===== config.mk =====
export PLATFORM = sky130hd
export DESIGN_NAME = div
export DESIGN_NICKNAME = d
export VERILOG_FILES = /design/src/rtl/div_pkg.sv /design/src/rtl/div_step.sv /design/src/rtl/div.sv
export SDC_FILE = /design/constraint.sdc
export NUM_CORES = 1
export LEC_CHECK = 0
export BUFFER_PORTS_ARGS = -buffer_cell sky130_fd_sc_hd__buf_2
export CORE_MARGIN = 2
export CORE_UTILIZATION = 26
export DETAILED_ROUTE_END_ITERATION = 8
export PLACE_DENSITY = 0.39
export SYNTH_ARGS = -nofsm -noshare
export SYNTH_HDL_FRONTEND = slang
export SYNTH_SLANG_ARGS = --single-unit

===== constraint.sdc =====
create_clock -name clk -period 4.7 [get_ports clk]
set_input_delay 0.235 -clock clk [delete_from_list [all_inputs] [get_ports clk]]
set_output_delay 0.235 -clock clk [all_outputs]
set_load 0.005 [all_outputs]

===== src/rtl/div_pkg.sv =====
// div_pkg: shared state encoding, default widths and helpers for the divider
package div_pkg;
  typedef enum logic {
    ST_IDLE = 1'b0,
    ST_WORK = 1'b1
  } state_t;
  localparam int DEF_N = 16;
  localparam int DEF_M = 8;
  function automatic int cnt_w(input int n);
    return $clog2(n + 1);
  endfunction
endpackage


===== src/rtl/div_step.sv =====
// div_step: one restoring-division iteration, shift in a dividend bit and trial-subtract
module div_step #(
  parameter int M = 8
) (
  input  logic [M:0]   r,
  input  logic         d,
  input  logic [M-1:0] b,
  output logic [M:0]   r_nxt,
  output logic         q
);
  logic [M+1:0] t;
  logic [M+1:0] bx;
  logic [M+1:0] diff;
  // compare the shifted remainder with the divisor and restore when it does not fit
  always_comb begin
    t     = {r, d};
    bx    = (M+2)'(b);
    diff  = t - bx;
    q     = t >= bx;
    r_nxt = q ? diff[M:0] : t[M:0];
  end
endmodule


===== src/rtl/div.sv =====
// div: iterative restoring divider, one quotient bit per clock with start/busy handshake
module div
  import div_pkg::*;
#(
  parameter int N = DEF_N,
  parameter int M = DEF_M
) (
  input  logic         clk,
  input  logic         reset,
  input  logic [N-1:0] a_bi,
  input  logic [M-1:0] b_bi,
  input  logic         start,
  output logic         busy_o,
  output logic [N-1:0] q_bo,
  output logic [M-1:0] r_bo,
  output logic         dz_o
);
  localparam int CW = cnt_w(N);
  state_t         state, state_nxt;
  logic [N-1:0]   d;
  logic [M-1:0]   b;
  logic [M:0]     r;
  logic [N-1:0]   q;
  logic [CW-1:0]  cnt;
  logic [M:0]     r_nxt;
  logic           q_bit;
  logic           launch;
  logic           last;
  logic           dz;
  div_step #(.M(M)) u_step (
    .r     (r),
    .d     (d[N-1]),
    .b     (b),
    .r_nxt (r_nxt),
    .q     (q_bit)
  );
  assign launch = (state == ST_IDLE) && start;
  assign last   = (state == ST_WORK) && (cnt == CW'(1));
  assign dz     = b == '0;
  assign busy_o = state == ST_WORK;
  // state register
  always_ff @(posedge clk or posedge reset) begin
    if (reset) state <= ST_IDLE;
    else       state <= state_nxt;
  end
  // leave IDLE on a sampled start, return after the final iteration
  always_comb begin
    state_nxt = launch ? ST_WORK : last ? ST_IDLE : state;
  end
  // operand capture and per-cycle iteration; a zero divisor finishes after one cycle
  always_ff @(posedge clk or posedge reset) begin
    if (reset) begin
      d   <= '0;
      b   <= '0;
      r   <= '0;
      q   <= '0;
      cnt <= '0;
    end else if (launch) begin
      d   <= a_bi;
      b   <= b_bi;
      r   <= '0;
      q   <= '0;
      cnt <= (b_bi == '0) ? CW'(1) : CW'(N);
    end else if (state == ST_WORK) begin
      d   <= {d[N-2:0], 1'b0};
      r   <= r_nxt;
      q   <= {q[N-2:0], q_bit};
      cnt <= cnt - CW'(1);
    end
  end
  // results update only at completion and hold until the next one
  always_ff @(posedge clk or posedge reset) begin
    if (reset) begin
      q_bo <= '0;
      r_bo <= '0;
      dz_o <= 1'b0;
    end else if (last) begin
      q_bo <= dz ? '1 : {q[N-2:0], q_bit};
      r_bo <= dz ? '0 : r_nxt[M-1:0];
      dz_o <= dz;
    end
  end
endmodule

==> results of run 1 <==
[worst reg2reg max path, stage by stage (launching register included)]
cell,delay (ns)
sky130_fd_sc_hd__dfrtp_1,0.38
sky130_fd_sc_hd__inv_1,0.07
sky130_fd_sc_hd__ha_1,0.15
sky130_fd_sc_hd__inv_1,0.05
sky130_fd_sc_hd__fa_1,0.44
sky130_fd_sc_hd__a211oi_4,0.28
sky130_fd_sc_hd__nor3b_2,0.10
sky130_fd_sc_hd__nor4_4,0.91
sky130_fd_sc_hd__a311oi_1,0.15
sky130_fd_sc_hd__a221o_1,0.37
[flip-flops by register name, summed over array words and instances (netlist names)]
| register | flops |
|---|---|
| d | 16 |
| r_bo | 8 |
| cnt | 5 |
| dz_o | 1 |
| busy_o | 1 |
| b | 8 |
| q | 15 |
| r | 9 |
| q_bo | 16 |
[routing by layer]
layer  wire length, um  vias to the layer above  global-route usage  share of wire
met1              4360                     1373               0.169           0.48
met4                97                        0              0.0372          0.011
met5                 0                        -                   0              0
met2              4210                       49               0.205           0.46
met3               478                        7              0.0481          0.052
li1                  -                     1365                   -              -
[per-stage QoR]
stage | cells | instance area (um^2)
2_1_floorplan | 362 | 3750
3_3_place_gp | 577 | 4180
3_5_place_dp | 577 | 4180
4_1_cts | 593 | 4530
5_1_grt | 593 | 4530
6_report | 594 | 4530
[kinds of logic after synthesis]
logic type                 synth area share
AOI/OAI and AO/OA                     0.166
xor gates and xnor gates             0.0117
adders and majority gates            0.0387
buffers and inverters                0.0413
DFF                                   0.527
muxes                                0.0647
and+or+nand+nor                       0.151
[synth_stat cells (2+ instances only)]
library cell and n:
sky130_fd_sc_hd__dfrtp_1 79, sky130_fd_sc_hd__o21ai_0 49, sky130_fd_sc_hd__nand2_1 46, sky130_fd_sc_hd__mux2i_1 22
sky130_fd_sc_hd__inv_1 17, sky130_fd_sc_hd__nand2b_1 16, sky130_fd_sc_hd__nor2_1 16, sky130_fd_sc_hd__o22a_1 15
sky130_fd_sc_hd__clkbuf_1 14, sky130_fd_sc_hd__ha_1 10, sky130_fd_sc_hd__a21oi_1 7, sky130_fd_sc_hd__nand3b_1 7
sky130_fd_sc_hd__buf_2 4, sky130_fd_sc_hd__nor2b_1 4, sky130_fd_sc_hd__nor4_1 4, sky130_fd_sc_hd__xor2_1 4
sky130_fd_sc_hd__a211o_1 3, sky130_fd_sc_hd__a32oi_1 3, sky130_fd_sc_hd__nor3_1 3, sky130_fd_sc_hd__nor3b_1 3
sky130_fd_sc_hd__o21ai_1 3, sky130_fd_sc_hd__o31ai_1 3, sky130_fd_sc_hd__a211oi_1 2, sky130_fd_sc_hd__and3_2 2
sky130_fd_sc_hd__and4_1 2, sky130_fd_sc_hd__buf_1 2, sky130_fd_sc_hd__mux2_2 2, sky130_fd_sc_hd__or3_1 2
[worst min-delay path by stage]
stage             from    to
2_1_floorplan  b_bi[1]  b[1]
3_3_place_gp   b_bi[5]  b[5]
3_5_place_dp   b_bi[4]  b[4]
4_1_cts        b_bi[4]  b[4]
5_1_grt        b_bi[4]  b[4]
6_report       b_bi[4]  b[4]
[power by group]
group	internal [mW]	switching, mW	leakage [nW]
Sequential	1.01	0.224	0.955
Combinational	0.663	0.834	0.930
Clock	0.531	0.283	0.168
[area by class of cell]
cell class | instances | area [um^2] | area share
diodes | 1 | 2.50 | 0.000553
clock buffers | 10 | 239 | 0.0528
clock inverters | 6 | 108 | 0.0238
inverters | 17 | 65.1 | 0.0144
multi-input cells | 245 | 1620 | 0.358
flip-flops and latches | 79 | 1980 | 0.437
well taps | 180 | 225 | 0.0497
repair buffers | 56 | 290 | 0.0641
==> results.yml, run 1 <==
global_route:
  gr-usage-all-layers: 0.131
  grt_first_pass_wirelength_um: 15100
  first_global_vias: 2853
  grt_antenna_before_repair: 0
  global_route.overflow_total: 0
  maximum_number_of_pins_on_one_net_before_global_route_repair: 80
drt:
  avgRoutedWirePerCell_um: 15.4
  wirelength_um: 9150
  vias: 2794
  drt_pre_antenna_iters: 4
  avg_vias_per_cell: 4.70
  residual_drc: 0
  antenna_left: 0
  drt_first_iter_violations: 202
critical_path:
  cpMaxStageDelayCell: "sky130_fd_sc_hd__nor4_4"
  worst_setup_path_start_kind: "register"
  critical-path-max-stage-delay_ns: 0.91
  end_point_of_the_critical_path: "r_bo[7]"
  reg2reg_from: "d[15]"
  critical_path.top_delay_family: "simple AND/OR/NAND/NOR gates"
  rr_worst_depth: 9
  timing.critical_path.required_ns: 4.92
  worst_setup_path_end_kind: "register"
  worstPathArrival_ns: 3.25
  worstSetupPathType: "reg -> reg"
  reg2reg_setup_slack_ns: 1.67
  cp-startpoint: "d[15]"
  path_common_cell: "sky130_fd_sc_hd__inv_1"
  crit_chain: "inv_1 > ha_1 > inv_1 > fa_1 > a211oi_4 > nor3b_2 > nor4_4 > a311oi_1 > a221o_1"
  cp_max_fo: 17
  crit_cells: 9
  rr_endpoint: "r_bo[7]"
  worst-path-buf-inv: 2
synth:
  number_of_enable_flip_flop_cells_after_synthesis: 0
  synth_cell_types: 46
  register_area_share_after_synthesis: 0.527
  synth.yosys.warnings: 0
  cells_after_synthesis: 362
  synth.net_count: 400
  async_flop_share: 1.00
  synth_top_cells_by_area: "sky130_fd_sc_hd__dfrtp_1, sky130_fd_sc_hd__o21ai_0, sky130_fd_sc_hd__mux2i_1"
  synth_flop_cell: "sky130_fd_sc_hd__dfrtp_1"
  yosys.area.top_type_share: 0.527
  synth.cell_area_mm2: 0.00375
  syn-mean-instance-area_um2: 10.4
  synth.ff_latch_count: 79
  yosys.area.top_type: "sky130_fd_sc_hd__dfrtp_1"
power_and_ir_drop:
  vdd_ir_drop_max_uv: 195
  report.power.total_mw: 3.55
  p_leak_nw: 2.05
  p_per_area_mw_per_mm2: 784
placed_design:
  detailed_place_hpwl_um: 5990
  numPortBuffers: 52
  globalplace.congestion: 0.805
  pre_cts_slack_ns: 1.64
floorplan:
  die_area_mm2: 0.0154
  die_w_um: 124
  floorplan.rows: 43
  die_height_um: 124
  start_util: 0.268
  core_mm2: 0.0140
  floorplan.io_pins: 53
flow_run:
  timing.max_cap.violations: 0
min_path:
  worstHoldPathType: "in -> reg"
  hold_path_depth: 3
timing:
  max-slew-margin-rel: 0.293
  fin_ws_ns: 1.67
  post_route_setup_tns_ns: 0
  timing.clock.skew_ns: 0.00808
  rsz_0062_raised_after_global_routing: "no"
  finalHoldViolCount: 0
  max_slew.worst_pin.slew_ns: 1.05
  hold_ws_ns: 0.108
  finalCriticalPeriod_ns: 3.03
  finalSetupViolations: 0
  min_period_over_period: 0.645
  max_freq_mhz: 330
  timing.final.max_slew_violations: 0
cts:
  tritoncts.num_buffers: 9
  cts_tree: "done"
  clock_latency_ns: 0.34
  clk_root_buffer_cell: "sky130_fd_sc_hd__clkbuf_16"
  htree_num_levels: 3
  ctsLongestPathBuffers: 2
  clk_transition_reported_paths_ns: 0.06
  hold_buffers: 0
  setup_bufs_post_cts: 0
  cts_sinks: 79
  postCtsResizedCells: 0
finish:
  layout_nets: 446
  area_delta_synth_final_pct: 20.7
  layout-drive-gt1-share: 0.203
  layout.cells.most_common: "sky130_fd_sc_hd__dfrtp_1"
  final_cell_mix: "sky130_fd_sc_hd__dfrtp_1, sky130_fd_sc_hd__buf_2, sky130_fd_sc_hd__o21ai_0"
  finalCoreUtilization: 0.324
  filler_cell_count: 1460
outcome:
  run_status: "finished, final reports clean"
No activity file was read; power rests on OpenSTA's default activity.
==> run 2, diff against run 1 <==
--- a/config.mk
+++ b/config.mk
@@ -5,11 +5,12 @@
 export SDC_FILE = /design/constraint.sdc
 export NUM_CORES = 1
 export LEC_CHECK = 0
+export ABC_AREA = 1
 export BUFFER_PORTS_ARGS = -buffer_cell sky130_fd_sc_hd__buf_2
 export CORE_MARGIN = 2
 export CORE_UTILIZATION = 26
 export DETAILED_ROUTE_END_ITERATION = 8
-export PLACE_DENSITY = 0.39
+export PLACE_DENSITY = 0.41
 export SYNTH_ARGS = -nofsm -noshare
 export SYNTH_HDL_FRONTEND = slang
 export SYNTH_SLANG_ARGS = --single-unit
==> constraint.sdc (replaced) <==
create_clock -name clk -period 2.6 [get_ports clk]
set_input_delay 0.13 -clock clk [delete_from_list [all_inputs] [get_ports clk]]
set_output_delay 0.13 -clock clk [all_outputs]
set_load 0.005 [all_outputs]
==> results.yml, run 2 <==
global_route:
  grt_antenna_before_repair: 0
  gr-usage-all-layers: 0.135
  first_global_vias: 3111
  grt_first_pass_wirelength_um: 15700
  global_route.overflow_total: 0
  maximum_number_of_pins_on_one_net_before_global_route_repair: 45
synth:
  largest_family_of_logic_cells_by_synthesized_area: "simple AND/OR/NAND/NOR gates"
  cells_after_synthesis: 435
  yosys.area.top_type: "sky130_fd_sc_hd__dfrtp_1"
  synth.cell_area_mm2: 0.00371
  yosys.area_share.simple: 0.238
  number_of_enable_flip_flop_cells_after_synthesis: 0
  most_common_cell_in_the_synthesized_netlist: "sky130_fd_sc_hd__nand2_1"
  syn-mean-instance-area_um2: 8.54
  synth_cell_types: 33
  synth-adder-area-share: 0.0391
  synth.ff_latch_count: 79
  async_flop_share: 1.00
  synth.net_count: 473
  synth.area.mux_share: 0
  synth.yosys.warnings: 0
  complex_gate_fraction_of_the_synthesized_area: 0.0967
  synth_top_cells_by_area: "sky130_fd_sc_hd__dfrtp_1, sky130_fd_sc_hd__nand2_1, sky130_fd_sc_hd__inv_1"
  synth_common_cells: "sky130_fd_sc_hd__nand2_1, sky130_fd_sc_hd__dfrtp_1, sky130_fd_sc_hd__inv_1"
  register_area_share_after_synthesis: 0.532
  yosys.area.top_type_share: 0.532
  synth_flop_cell: "sky130_fd_sc_hd__dfrtp_1"
  post_synth_xor_area_fraction: 0.00707
drt:
  drt_pre_antenna_iters: 5
  residual_drc: 0
  post_route_met1_wirelength_um: 4320
  wirelength_um: 9210
  avg_vias_per_cell: 4.44
  dr_wl_met2_um: 4440
  avgRoutedWirePerCell_um: 13.5
  antenna_left: 0
  vias: 3022
  drt_first_iter_violations: 89
  met3RoutedLength_um: 300
  topRoutingLayerUsed: "met4"
cts:
  setup_bufs_post_cts: 0
  clock_latency_ns: 0.34
  ctsLongestPathBuffers: 2
  cts_tree: "done"
  clk_root_buffer_cell: "sky130_fd_sc_hd__clkbuf_16"
  htree_num_levels: 3
  clk_transition_reported_paths_ns: 0.06
  cts_sinks: 79
  tritoncts.num_buffers: 9
min_path:
  worstHoldPathType: "in -> reg"
  hold_path_depth: 3
  hp-start: "a_bi[3]"
  hold_crit_endpoint: "d[3]"
finish:
  finalCoreUtilization: 0.325
  area_delta_synth_final_pct: 21.9
  layout_nets: 534
  final_cell_mix: "sky130_fd_sc_hd__nand2_1, sky130_fd_sc_hd__dfrtp_1, sky130_fd_sc_hd__inv_1"
  layout-drive-gt1-share: 0.184
  filler_cell_count: 1473
  biggestRegsByFlops: "d x16, q_bo x16, q x15"
  final_area_mm2: 0.00453
  layout.cells.most_common: "sky130_fd_sc_hd__nand2_1"
  antenna_cells_inserted: 0
  post_layout_nonfiller_instances: 681
timing:
  min_period_over_period: 0.839
  timing.clock.skew_ns: 0.00574
  max-slew-margin-rel: 0.567
  max_freq_mhz: 458
  post_route_setup_tns_ns: 0
  finalHoldViolCount: 0
  rsz_0062_raised_after_global_routing: "no"
  timing.final.max_slew_violations: 0
  finalSetupViolations: 0
  finalCriticalPeriod_ns: 2.18
  max_slew.worst_pin.slew_ns: 0.648
placed_design:
  globalplace.congestion: 0.765
  numPortBuffers: 52
  detailed_place_hpwl_um: 6500
  dp_cells: 660
  placedInstanceArea_mm2: 0.00420
critical_path:
  worst-path-buf-inv: 2
  cpMaxStageDelayCell: "sky130_fd_sc_hd__fa_1"
  critical-path-max-stage-delay_ns: 0.41
  crit_chain: "inv_1 > ha_1 > inv_1 > fa_1 > nand2_1 > nand2_1 > nand2_2 > nor2_1 > nor2_2 > nand4_1 > nand3_1 > nand2_1"
  rr_endpoint: "r[7]"
  crit_cells: 12
  timing.critical_path.required_ns: 2.83
  reg2reg_setup_slack_ns: 0.42
  rr_worst_depth: 12
  cp-startpoint: "d[15]"
  reg2reg_from: "d[15]"
  worstSetupPathType: "reg -> reg"
  worst_setup_path_start_kind: "register"
  cp_max_fo: 10
  path_common_cell: "sky130_fd_sc_hd__nand2_1"
  critical_path.top_delay_family: "simple AND/OR/NAND/NOR gates"
  worstPathArrival_ns: 2.41
  worst_setup_path_end_kind: "register"
floorplan:
  die_height_um: 124
  core_mm2: 0.0139
  die_area_mm2: 0.0153
  die_w_um: 124
  floorplan.io_pins: 53
  floorplan.rows: 43
  start_util: 0.267
power_and_ir_drop:
  p_per_area_mw_per_mm2: 1380
  p_leak_nw: 2.30
  vdd_ir_drop_max_uv: 355
outcome:
  run_status: "finished, final reports clean"
flow_run:
  timing.max_cap.violations: 0
## run 2: changes by cell type after synthesis, moves of 15 or more
cell,previous run,this run
sky130_fd_sc_hd__mux2i_1,22,0
sky130_fd_sc_hd__o21ai_0,49,10
sky130_fd_sc_hd__inv_1,17,61
sky130_fd_sc_hd__o22a_1,15,0
sky130_fd_sc_hd__nand2b_1,16,0
sky130_fd_sc_hd__nand2_1,46,124
sky130_fd_sc_hd__nand3_1,0,23
## run 2: how the worst max path moves through the flow
stage / endpoint
after floorplan: b[0]
after global placement: r_bo[7]
after detailed placement: r_bo[7]
after CTS: r[7]
after global routing: r[2]
final: r[7]
## run 2: power by group
part / switching, mW / total [mW] / internal [mW]
Clock: 0.541 / 1.20 / 0.661
Sequential: 0.309 / 2.12 / 1.81
Combinational: 1.80 / 2.91 / 1.11
Total: 2.65 / 6.24 / 3.59
## run 2: timing repair
action	4_1_cts	5_1_grt
gates resized for setup	0	0
hold endpoints to repair	39	0
hold buffers	5	0
## run 2: cell type report
type	count	area, um^2	share of cell area
Clock buffer	10	229	0.0506
Clock inverter	6	52.6	0.0116
Inverter	65	245	0.0542
Multi-Input combinational cell	276	1420	0.313
Sequential cell	79	1980	0.437
Tap cell	180	225	0.0498
Timing Repair Buffer	65	383	0.0846
## run 2: cells by family after synthesis
family / after synthesis
compound gates: 59
xor+xnor: 3
fa+ha+maj: 11
buf+inv: 80
flops: 79
simple gates: 203
## run 2: worst min-delay path: cells and delay by family
| family | cells | cell delay, ns |
|---|---|---|
| and+or+nand+nor | 1 | 0.04 |
| AOI/OAI and AO/OA | 1 | 0.06 |
| buffers and inverters | 1 | 0.07 |
## run 2: through the flow
| step | hold slack, ns | worst slack [ns] | power (mW) |
|---|---|---|---|
| detailed placement | 0.234 | 0.415 | 5.09 |
| CTS | 0.0000348 | 0.417 | 6.34 |
| floorplan | 0.250 | 0.447 | 4.24 |
| global route | 0.0126 | 0.145 | 6.90 |
| global placement | 0.230 | 0.482 | 5.05 |
| finish | 0.00814 | 0.418 | 6.24 |
## run 2: layer usage
metal,track usage,up-vias
met3,0.0341,13
met2,0.213,48
met5,0,-
met1,0.176,1435
li1,-,1526
met4,0.0540,0
